## src/rtl/lc3b_types.sv

```systemverilog
// Shared types for the alg_unit sequencing logic.
package lc3b_types;

  typedef enum logic [2:0] {
    ST_IDLE,
    ST_START,
    ST_WAIT,
    ST_LOAD,
    ST_HOLD
  } alg_seq_state_t;

  typedef enum logic [1:0] {
    ALG_NONE = 2'b00,
    ALG_MUL  = 2'b01,
    ALG_DIV  = 2'b10,
    ALG_MOD  = 2'b11
  } alg_op_t;

endpackage

```

## src/rtl/sat_counter.sv

```systemverilog
// Up-counter that sticks at all-ones instead of wrapping.
module sat_counter #(
  parameter int WIDTH = 16
) (
  input  logic             clk,
  input  logic             rst,
  input  logic             inc,
  output logic [WIDTH-1:0] count
);

  always_ff @(posedge clk) begin
    if (rst)
      count <= '0;
    else if (inc && (count != '1))
      count <= count + 1'b1;
  end

endmodule

```

## src/rtl/alg_seq_ctrl.sv

```systemverilog
// Sequences one alg_unit operation per EX instruction and
// stalls the front of the pipe until the result is loaded.
module alg_seq_ctrl
  import lc3b_types::*;
#(
  parameter int TIMEOUT = 64,
  parameter int CNT_W   = 16
) (
  input  logic             clk,
  input  logic             rst,
  input  logic             ex_valid,
  input  logic             ex_alg_op,
  input  logic [1:0]       ex_op_x_bits,
  input  logic             pipe_stall,
  input  logic             pipe_flush,
  input  logic             alg_done,
  output logic             alg_start,
  output logic [1:0]       alg_op,
  output logic             load_alg_reg,
  output logic             ex_stall,
  output logic             res_valid,
  output logic             timeout_err,
  output logic [CNT_W-1:0] stall_cycles
);

  localparam int WD_W =
    (TIMEOUT > 1) ? $clog2(TIMEOUT) : 1;
  localparam logic [WD_W-1:0] WD_LAST =
    WD_W'(TIMEOUT - 1);

  alg_seq_state_t state, next;
  alg_op_t        op_q;
  logic [WD_W-1:0] wd_q;
  logic           terr_q;

  logic start_c, load_c, stall_c, hold_c;
  logic set_terr, req;

  assign res_valid = (state == ST_HOLD) & ~rst;
  assign req = ex_valid & ex_alg_op
             & ~pipe_flush & ~res_valid;

  always_comb begin
    next     = state;
    start_c  = 1'b0;
    load_c   = 1'b0;
    stall_c  = 1'b0;
    hold_c   = 1'b0;
    set_terr = 1'b0;
    unique case (state)
      ST_IDLE: begin
        if (req) begin
          stall_c = 1'b1;
          next    = ST_START;
        end
      end
      ST_START: begin
        start_c = 1'b1;
        stall_c = 1'b1;
        next = pipe_flush ? ST_IDLE : ST_WAIT;
      end
      ST_WAIT: begin
        stall_c = 1'b1;
        // flush beats done, done beats expiry
        if (pipe_flush)
          next = ST_IDLE;
        else if (alg_done)
          next = ST_LOAD;
        else if (wd_q == WD_LAST) begin
          next     = ST_LOAD;
          set_terr = 1'b1;
        end
      end
      ST_LOAD: begin
        load_c  = 1'b1;
        stall_c = 1'b1;
        next = pipe_flush ? ST_IDLE : ST_HOLD;
      end
      ST_HOLD: begin
        hold_c = 1'b1;
        if (pipe_flush || !pipe_stall)
          next = ST_IDLE;
      end
      default: next = ST_IDLE;
    endcase
  end

  always_ff @(posedge clk) begin
    if (rst) begin
      state  <= ST_IDLE;
      wd_q   <= '0;
      op_q   <= ALG_NONE;
      terr_q <= 1'b0;
    end else begin
      state <= next;
      if (state == ST_WAIT && next == ST_WAIT)
        wd_q <= wd_q + 1'b1;
      else
        wd_q <= '0;
      if (state == ST_IDLE && next == ST_START)
        op_q <= alg_op_t'(ex_op_x_bits);
      if (set_terr)
        terr_q <= 1'b1;
    end
  end

  assign alg_start    = start_c & ~rst;
  assign load_alg_reg = load_c & ~rst;
  assign ex_stall     = stall_c & ~rst;
  assign alg_op       = op_q;
  assign timeout_err  = terr_q;

  logic unused_hold;
  assign unused_hold = hold_c;

  sat_counter #(.WIDTH(CNT_W)) u_stall_cnt (
    .clk   (clk),
    .rst   (rst),
    .inc   (ex_stall),
    .count (stall_cycles)
  );

endmodule

```

## config.mk

```make
export PLATFORM = sky130hd
export DESIGN_NAME = alg_seq_ctrl
export DESIGN_NICKNAME = d
export VERILOG_FILES = /design/src/rtl/lc3b_types.sv /design/src/rtl/sat_counter.sv /design/src/rtl/alg_seq_ctrl.sv
export SDC_FILE = /design/constraint.sdc
export NUM_CORES = 1
export LEC_CHECK = 0
export CORE_MARGIN = 10
export CORE_UTILIZATION = 52
export CTS_CLUSTER_SIZE = 25
export DETAILED_ROUTE_END_ITERATION = 12
export GPL_TIMING_DRIVEN = 0
export HOLD_SLACK_MARGIN = 0.15
export PLACE_DENSITY = 0.83
export SYNTH_ARGS = -nofsm -noshare
export SYNTH_HDL_FRONTEND = slang
export SYNTH_SLANG_ARGS = --single-unit
```

## constraint.sdc

```tcl
create_clock -name clk -period 2.5 [get_ports clk]
set_clock_uncertainty 0.05 [all_clocks]
set_input_delay 0.5 -clock clk [delete_from_list [all_inputs] [get_ports clk]]
set_output_delay 0.5 -clock clk [all_outputs]
set_load 0.005 [all_outputs]
```

== Word level (Yosys, flattened, before mapping) ==
Index checks and enable logic that the tools add are counted.
Widths: inputs -> output; s select.
Storage, ports and cells
  flip-flop bits (word level): 28
  bits of input ports: 9
  logic and storage cells: 50
Cells by class
  bitwise operators: 11
  $add $sub $neg: 2
  muxes and demuxes: 16
  reductions and logical operators: 8
  equal/unequal tests: 8
Operators with widths (number)
  $mux 3: 6
  $add 16x1->16 const B: 1
  $ne 16x16->1 const B: 1
  $pmux 3 s5: 1
  $eq 3x2->1 const B: 3
  $and 1x1->1: 7
  $mux 1: 7
  $add 6x1->6 const B: 1
  $eq 3x1->1 const B: 2
  $eq 6x6->1 const B: 1
  $not 1->1: 4
  $eq 3x3->1 const B: 1
  $logic_and 1x1->1: 3
  $logic_not 3->1: 1
  $reduce_or 3->1: 1
  $mux 2: 1
  $pmux 1 s2: 1
  $reduce_or 2->1: 1
  $logic_not 1->1: 1
  $logic_or 1x1->1: 1

== Logic depth before layout (Yosys ltp) ==
  depth after elaboration: 10
  mapped depth: 7

== Cells and area by module ==
From an unflattened synthesis, not the netlist that was laid out.
Unflattened totals
  cell total of the unflattened synthesis: 164
  area total of the unflattened synthesis: 1456.4 sq um
Modules (own cells, without submodules)
  sat_counter: instances 1, cells each 99, area each 848.3 sq um
  alg_seq_ctrl: instances 1, cells each 65, area each 608.1 sq um

== Worst setup path before layout ==
No wires, ideal clock.
  kind: reg2reg
  start: register u_stall_cnt.count[0]
  end: register u_stall_cnt.count[1]
  data required time: 2.329 ns
  cell stages (with the launch flop): 7
  slack: 0.766 ns
  library setup time: 0.121 ns
  arrival: 1.562 ns
  clock period less this slack: 1.734 ns
  buffers on the path: 1
  cells stage by stage: dfxtp_1 > ha_1 > nand3_1 > nor4_4 > buf_6 > nor2_1 > mux2_4
Between the ends
  cells in the longest elaborated chain, start to end: 2
  elaborated cells between the ends (all ways): 3
RTL lines
  from (decl): line sat_counter.sv:8  | output logic [WIDTH-1:0] count
  from (signal assigned): line sat_counter.sv:15  | count <= count + 1'b1;
  parallel branches: the longest is 2 deep, another holds $add 16x1->16
Parallel ways; which one is timed is not known.
A chain may end at the register's enable or synchronous reset.

== Worst setup path after layout ==
  start: input port rst
  end: output port load_alg_reg
Between the ends
  cells in the longest elaborated chain, start to end: 2
RTL lines
  from (decl): line alg_seq_ctrl.sv:10  | input logic rst,
  $not 1->1: line alg_seq_ctrl.sv:108  | assign load_alg_reg = load_c & ~rst;
  $and 1x1->1: line alg_seq_ctrl.sv:108
  to (decl): line alg_seq_ctrl.sv:19  | output logic load_alg_reg,
Every way passes these cells.

==> impl_metrics.sql <==
INSERT INTO impl_metrics (metric_group, metric, value, unit) VALUES
('status', 'status', 'completed', ''),
('finish', 'finish.net_count', '199', ''),
('synth', 'synth.most_common_cell', 'sky130_fd_sc_hd__dfxtp_1', ''),
('global_routing', 'globalRouteMet1Util', '0.162', ''),
('timing', 'final.min_clock_period', '2230', 'ps'),
('route', 'antenna_left', '0', ''),
('global_routing', 'grtUsageMet2', '0.246', ''),
('route', 'vias', '1327', ''),
('worst_setup_path', 'worstSetupStartpointType', 'primary input', ''),
('global_routing', 'grt_first_pass_wirelength', '6130', 'microns'),
('die', 'die_width', '71.4', 'microns'),
('global_routing', 'first_global_vias', '1279', ''),
('die', 'initial_core_util', '0.550', ''),
('global_routing', 'antenna_found_initial', '0', ''),
('finish', 'area_of_the_multi_input_gates', '752', 'sq um'),
('synth', 'yosys.area_share.adder', '0.0182', ''),
('place', 'place_inst', '209', ''),
('route', 'drc', '0', ''),
('worst_setup_path', 'cp.arrival', '1680', 'ps'),
('synth', 'synthesis.yosys.warnings', '0', ''),
('synth', 'syn-num-nets', '159', ''),
('synth', 'yosysUniqueCellTypes', '37', ''),
('synth', 'synthFlopType', 'sky130_fd_sc_hd__dfxtp_1', ''),
('place', 'finalWeightedCongestion', '0.780', ''),
('synth', 'synthSimpleGateAreaFrac', '0.266', ''),
('route', 'wl_per_cell', '17.0', 'microns'),
('finish', 'antennaDiodeCount', '0', ''),
('finish', 'fill_cells', '191', ''),
('hold_path', 'min-delay-path-class', 'reg2reg', ''),
('clock_tree', 'clk_root_buffer_cell', 'sky130_fd_sc_hd__clkbuf_4', ''),
('clock_tree', 'clkSlewWorstSetupHoldPaths', '160', 'ps'),
('clock_tree', 'clock_tree.htree_level_count', '1', ''),
('global_routing', 'grt_start_max_net_pins', '16', ''),
('pwr', 'static-leakage-power', '0.000682', 'uW'),
('synth', 'synth_compound_gate_area_share', '0.191', ''),
('timing', 'finalSetupTns', '0', 'ps'),
('hold_path', 'min_path_cells', '1', ''),
('worst_setup_path', 'worst-setup-path-type', 'in2out', ''),
('clock_tree', 'clock-sinks', '28', ''),
('route', 'detail_route.iter0.violations', '166', ''),
('synth', 'syn-mean-instance-area', '9.29', 'sq um'),
('synth', 'postSynthRegisterBits', '28', ''),
('clock_tree', 'inserted_clock_buffers', '3', ''),
('die', 'placementRows', '18', ''),
('clock_tree', 'cts_tree', 'built', ''),
('finish', 'drive_above_1_share', '0.123', ''),
('run', 'cap_viol_max_count', '0', ''),
('timing', 'finalSetupViolations', '0', ''),
('worst_setup_path', 'required', '1950', 'ps'),
('finish', 'seqCellArea', '561', 'sq um'),
('worst_setup_path', 'path_max_fanout', '5', ''),
('worst_setup_path', 'ff2ff_path_depth', '6', ''),
('global_routing', 'grt_overflow_total', '0', ''),
('synth', 'post_synth_mux_area_share', '0.0328', ''),
('synth', 'synthDominantAreaCellType', 'sky130_fd_sc_hd__dfxtp_1', ''),
('worst_setup_path', 'setup.worst_path.end_class', 'primary output', ''),
('die', 'die_height', '71.4', 'microns'),
('pwr', 'pwr_density_cell', '409', 'nW/um^2'),
('timing', 'slew_viol_final', '0', ''),
('synth', 'synthTopCellsByArea', 'sky130_fd_sc_hd__dfxtp_1 (41%), sky130_fd_sc_hd__o311ai_1 (5.1%), sky130_fd_sc_hd__o41ai_1 (4.5%)', ''),
('finish', 'layout.cells.non_filler', '217', ''),
('route', 'viasPerCell', '6.12', ''),
('pwr', 'max-vdd-ir-drop', '0.350', 'mV'),
('synth', 'netlist_instances', '148', ''),
('die', 'fp.dieArea', '5100', 'sq um'),
('timing', 'unrepaired_setup_endpoints_after_global_routing', 'false', ''),
('global_routing', 'grtUsageMet3', '0.0331', ''),
('synth', 'yosysTopAreaCellShare', '0.408', ''),
('synth', 'post_synth_xor_xnor_area', '0.0318', ''),
('synth', 'largest_family_of_logic_cells_by_synthesized_area', 'simple AND/OR/NAND/NOR gates', ''),
('global_routing', 'grt.busiest_layer', 'met2', '');
## metrics by stage
stage / area [sq um] / hold WS, ps / utilization / setup slack (ps) / power, uW
floorplan: 1380 / 368 / - / 766 / 482
global placement: 1720 / 378 / 0.689 / -289 / 509
detailed placement: 1720 / 400 / 0.689 / -247 / 510
CTS: 1790 / 427 / 0.717 / 9.97 / 738
global route: 1800 / 467 / 0.721 / 179 / 763
finish: 1800 / 426 / 0.721 / 272 / 738
## registers in the layout, indices dropped and copies added (netlist names)
signal             cells
u_stall_cnt.count     16
wd_q                   6
state                  3
alg_op                 2
timeout_err            1
## cell type report
| cell class | instances | share of cell area |
|---|---|---|
| repair buffers | 35 | 0.189 |
| plain buffers | 7 | 0.0292 |
| inverters | 6 | 0.0125 |
| multi-input cells | 107 | 0.417 |
| well taps | 30 | 0.0208 |
| flip-flops and latches | 28 | 0.311 |
| clock buffers | 4 | 0.0201 |
## final timing paths
path                                             end  slack, ps                 start
worst max-delay path                    load_alg_reg        270                   rst
worst min-delay path                         wd_q[0]        430               wd_q[0]
worst max register to register  u_stall_cnt.count[1]        570  u_stall_cnt.count[0]
worst min register to register               wd_q[0]        430               wd_q[0]
## placed cells by master (no fill, tap or decap), types with 4 or more instances in the layout
cell	Yosys	routed
sky130_fd_sc_hd__nor2_1	16	16
sky130_fd_sc_hd__o41ai_1	7	7
sky130_fd_sc_hd__buf_4	0	5
sky130_fd_sc_hd__a21oi_1	5	5
sky130_fd_sc_hd__o311ai_1	8	8
sky130_fd_sc_hd__clkdlybuf4s50_1	0	28
sky130_fd_sc_hd__nand2_1	9	9
sky130_fd_sc_hd__nand4_1	4	4
sky130_fd_sc_hd__and3_1	6	6
sky130_fd_sc_hd__dfxtp_1	28	28
sky130_fd_sc_hd__nand3_1	8	8
sky130_fd_sc_hd__o31ai_1	5	5
sky130_fd_sc_hd__inv_1	6	6
sky130_fd_sc_hd__or4_1	5	5
## metal layers
| layer | vias to the layer above | share of wire |
|---|---|---|
| li1 | 648 | - |
| met1 | 636 | 0.41 |
| met2 | 39 | 0.52 |
| met3 | 4 | 0.051 |
| met4 | 0 | 0.013 |
| met5 | - | 0 |
## where the power goes
part	switching (uW)	internal (uW)
Clock	142	89.3
Sequential	3.72	450
Combinational	24.6	28.1
## what timing repair did
| item | in CTS | in global routing |
|---|---|---|
| buffers inserted | 3 | 1 |
| resized for setup | 6 | 1 |
| pin swaps | 1 | 1 |
| cloned | 0 | 0 |
| setup endpoints to repair | 2 | 1 |
## logic make-up (layout without fill, tap and decap cells)
logic type	Yosys count	count (layout)
xor gates and xnor gates	5	5
AOI/OAI and AO/OA	34	34
buffers and inverters	13	52
adders and majority gates	2	2
muxes	4	4
DFF	28	28
and+or+nand+nor	62	62
## worst max-delay path, cell delays in order
cell and delay (ps):
sky130_fd_sc_hd__dlygate4sd2_1 310, sky130_fd_sc_hd__nor2_4 180, sky130_fd_sc_hd__and3_1 180, sky130_fd_sc_hd__clkdlybuf4s50_1 510
No activity file was read; power rests on OpenSTA's default activity.
